### config.mk
export PLATFORM = sky130hd
export DESIGN_NAME = pc_fetch_ctrl
export DESIGN_NICKNAME = d
export VERILOG_FILES = /design/src/rtl/pc_fetch_ctrl.sv
export SDC_FILE = /design/constraint.sdc
export NUM_CORES = 1
export LEC_CHECK = 0
export CELL_PAD_IN_SITES_DETAIL_PLACEMENT = 0
export CELL_PAD_IN_SITES_GLOBAL_PLACEMENT = 1
export CORE_MARGIN = 2
export CORE_UTILIZATION = 34
export CTS_BUF_LIST = sky130_fd_sc_hd__clkbuf_8
export CTS_CLUSTER_SIZE = 8
export DETAILED_ROUTE_END_ITERATION = 7
export MAX_ROUTING_LAYER = met4
export PLACE_DENSITY = 0.91
export RECOVER_POWER = 25
export SLEW_MARGIN = 10
export SYNTH_ARGS = -nofsm -noshare
export SYNTH_HDL_FRONTEND = slang
export SYNTH_SLANG_ARGS = --single-unit
### constraint.sdc
create_clock -name clk -period 2.6 [get_ports clk]
set_clock_uncertainty 0.05 [all_clocks]
set_input_delay 0.78 -clock clk [delete_from_list [all_inputs] [get_ports clk]]
set_output_delay 0.78 -clock clk [all_outputs]
set_load 0.02 [all_outputs]
### src/rtl/pc_fetch_ctrl.sv
// IF-stage program counter with next-PC selection and a one-entry redirect buffer for stalls.
// Optional misaligned-fetch flag (adel) is built only when PC_ALIGN_CHK_EN is defined.
module pc_fetch_ctrl #(
  parameter logic [31:0] RESET_PC   = 32'h0000_3000,
  parameter logic [31:0] EXC_VECTOR = 32'h0000_4180
) (
  input  logic        clk,
  input  logic        reset,
  input  logic        stall,
  input  logic        redirect_valid,
  input  logic [31:0] redirect_pc,
  input  logic        exc_req,
  output logic [31:0] pc,
  output logic [31:0] pc_plus4,
  output logic        fetch_valid,
  output logic        pending,
  output logic        adel
);

  typedef enum logic [0:0] {StRun, StHold} state_e;

  state_e      state_q, state_d;
  logic [31:0] pc_q, pc_d;
  logic [31:0] pend_pc_q, pend_pc_d;
  logic        fetch_valid_q;

  assign pc_plus4 = pc_q + 32'd4;

  always_ff @(posedge clk or posedge reset) begin
    if (reset) begin
      state_q       <= StRun;
      pc_q          <= RESET_PC;
      pend_pc_q     <= 32'h0;
      fetch_valid_q <= 1'b0;
    end else begin
      state_q       <= state_d;
      pc_q          <= pc_d;
      pend_pc_q     <= pend_pc_d;
      fetch_valid_q <= 1'b1;
    end
  end

  always_comb begin
    state_d   = state_q;
    pc_d      = pc_q;
    pend_pc_d = pend_pc_q;
    // The first edge out of reset only raises fetch_valid; RESET_PC is fetched as-is.
    if (!fetch_valid_q) begin
      state_d = StRun;
    end else if (exc_req) begin
      pc_d      = EXC_VECTOR;
      pend_pc_d = 32'h0;
      state_d   = StRun;
    end else begin
      unique case (state_q)
        StRun: begin
          if (!stall) begin
            pc_d = redirect_valid ? redirect_pc : pc_plus4;
          end else if (redirect_valid) begin
            pend_pc_d = redirect_pc;
            state_d   = StHold;
          end
        end
        StHold: begin
          if (stall) begin
            if (redirect_valid) pend_pc_d = redirect_pc;
          end else begin
            // A redirect arriving on the release cycle is younger than the buffered one.
            pc_d    = redirect_valid ? redirect_pc : pend_pc_q;
            state_d = StRun;
          end
        end
        default: state_d = StRun;
      endcase
    end
  end

`ifdef PC_ALIGN_CHK_EN
  logic adel_q, adel_d;

  always_comb begin
    adel_d = |pc_d[1:0];
    if (fetch_valid_q && exc_req) adel_d = 1'b0;
  end

  always_ff @(posedge clk or posedge reset) begin
    if (reset) adel_q <= 1'b0;
    else       adel_q <= adel_d;
  end

  assign adel = adel_q;
`else
  assign adel = 1'b0;
`endif

  assign pc          = pc_q;
  assign fetch_valid = fetch_valid_q;
  assign pending     = (state_q == StHold);

endmodule

==> results.tsv <==
metric	value	unit
outcome	complete, but fails checks	
violations	setup timing	
routabilityCongestion	0.914	
final_antenna_net_count	0	
whs_path_depth	1	
antenna_found_initial	0	
fin_ws	-0.422	ns
drt-initial-drc-count	326	
worstPathRequired	1.77	ns
power_density	427	nW/um^2
clk_latency	0.35	ns
io_buffers	102	
drv_cap	0	
arrival	2.19	ns
endpoint_kind	primary output	
hp-start	pend_pc_q[27]	
netlist_top_cells_area	dfrtp_1, a22o_1, o21ai_0	
dp.cells	720	
holdPathEnd	pend_pc_q[27]	
drive_gt1_frac	0.349	
fin_cells	771	
cts.sinks	66	
clock_path_buffers	2	
synth_ff_type	dfrtp_1	
cts_tree	done	
via_per_inst	5.63	
p_total	2.76	mW
async_flop_share	1.00	
power.leakage	3.06	nW
min_path_type	reg2reg	
synth_top_cell_by_area	dfrtp_1	
n_antenna_cell	0	
synth_seq_cells	66	
finalSetupViolations	24	
wirelength	14000	um
grt_pass1_wl	21100	um
ios	104	
clk_pin_slew_worst_paths	0.07	ns
slew_headroom	0.392	
placed_cell_area	5710	um^2
synth.most_common_cell	dfrtp_1	
synth_edf_count	0	
start_util	0.351	
yosysWarnings	0	
htree_levels	3	
regToRegSetupSlack	0.23	ns
area_growth	69.1	%
ir_drop	0.270	mV
fin_crit_sh	1.16	
nNetsFinal	664	
dr_total_vias	4339	
cp.depth	7	
core.rowCount	38	
synth_top_area_share	0.419	
r2r_end	pc[25]	
die_area	12100	um^2
design_area	6460	um^2
drc	0	
rsz0062_at_grt	true	
period_minus_slack	3.02	ns
avgSynthCellArea	8.96	um^2
first_pass_iters	6	
post-route-util	0.593	
worstPathMaxFanout	4	
grt_max_degree	29	
final_max_slew_viol_count	0	
r2r-start	pc[13]	
core_area	10900	um^2
cts-root-buf	clkbuf_8	
critical_path_class	reg2out	
synth_cell_types	53	
cpPeakStageDelay	0.54	ns
cts_made_buffers	9	
netlist_area	3820	um^2
synthCells	426	
track_usage	0.237	
die_x	110	um
hpwl	9150	um
synth_seq_area_share	0.433	
grt.overflow.total	0	
crit_path_cell_trace	nand4_1, buf_6, nor4_4, buf_4, nand4_1, xnor2_2, buf_4	
syn-num-nets	464	
worstMarginPinSlew	0.911	ns
hold_viol	0	
r2r_cells	9	
slowest_stage	dfstp_2	
place_ws	-0.560	ns
first_global_vias	4107	
fmax	331	MHz
fp.dieH	110	um
yosys-top-cells-count	dfrtp_1, nand2_1, o21ai_0	
cp-start-kind	register	
critPathTopFamily	flip-flops	
crit_buf_inv	3	
wl_per_cell	18.1	um
[layer usage]
metal  GRT usage  up-vias  routed length, um
met5           -        -                  0
met2       0.373      235               6720
met4      0.0886        0                307
li1            -     1951                  -
met1       0.301     2120               5790
met3      0.0506       33               1170
[cells in the final DEF (no fill, tap or decap), types with 5 or more instances in the layout]
| cell | netlist | routed |
|---|---|---|
| buf_4 | 3 | 119 |
| clkdlybuf4s50_1 | 0 | 71 |
| dfrtp_1 | 64 | 64 |
| nand2_1 | 48 | 44 |
| o21ai_0 | 44 | 42 |
| a22o_1 | 31 | 31 |
| a21oi_1 | 29 | 29 |
| buf_6 | 0 | 22 |
| nor2_1 | 22 | 16 |
| and3_1 | 18 | 16 |
| xnor2_2 | 0 | 15 |
| inv_1 | 11 | 11 |
| clkbuf_8 | 0 | 11 |
| nand3_1 | 16 | 9 |
| nand4_1 | 8 | 8 |
| nand3_4 | 0 | 7 |
| nor2_4 | 0 | 6 |
| o311ai_0 | 5 | 5 |
[how the worst max path moves through the flow]
stage	start	endpoint	slack, ns
6_report	pc[13]	pc_plus4[25]	-0.42
5_1_grt	pc[13]	pc_plus4[25]	-0.46
4_1_cts	pc[13]	pc_plus4[30]	-0.38
3_5_place_dp	pc[3]	pc_plus4[30]	-0.56
3_3_place_gp	pc[2]	pc_plus4[30]	-0.50
2_1_floorplan	pc[13]	pc_plus4[20]	-0.21
[metrics by stage]
step,TNS (ns),hold WS (ns)
after floorplan,-1.56,0.407
after global placement,-8.39,0.424
after detailed placement,-10.01,0.423
after CTS,-4.59,0.448
after global routing,-7.56,0.466
final,-6.04,0.446
[logic make-up after synthesis]
| kind of cell | share of synthesized area |
|---|---|
| simple gates | 0.197 |
| other cells | 0.00197 |
| mux | 0.00524 |
| flops | 0.433 |
| buf+inv | 0.0508 |
| xor+xnor | 0.0642 |
| fa+ha+maj | 0.00328 |
| compound gates | 0.244 |
[flip-flops by register name (all words and copies together), names as in the netlist]
signal / flops
pc: 32
pend_pc_q: 32
pending: 1
fetch_valid: 1
[power breakdown]
part           switching, mW  total (mW)  internal, mW  leakage [nW]
sequential            0.0515        1.15          1.09         0.876
combinational          0.371       0.711         0.340          2.08
clock                  0.412       0.903         0.490         0.105
[timing repair]
action	in CTS	in global routing
endpoints found under the setup margin	28	27
pin swaps	13	25
setup buffers	15	23
hold buffers	0	0
resized for setup	178	44
[worst reg2reg max path: stages (launching register included)]
cell,delay (ns)
dfstp_2,0.54
nand4_1,0.14
buf_6,0.18
nor4_4,0.25
buf_4,0.18
nand4_1,0.14
xnor2_2,0.20
buf_4,0.15
buf_4,0.13
a221o_1,0.31
[area by class of cell]
cell class / count / area [um^2]
Tap cell: 140 / 175
Multi-Input combinational cell: 313 / 2380
Clock inverter: 5 / 52.6
Fill cell: 884 / 4430
Clock buffer: 11 / 151
Sequential cell: 66 / 1650
Timing Repair Buffer: 225 / 2010
Inverter: 11 / 41.3
No activity file was read; power rests on OpenSTA's default activity.
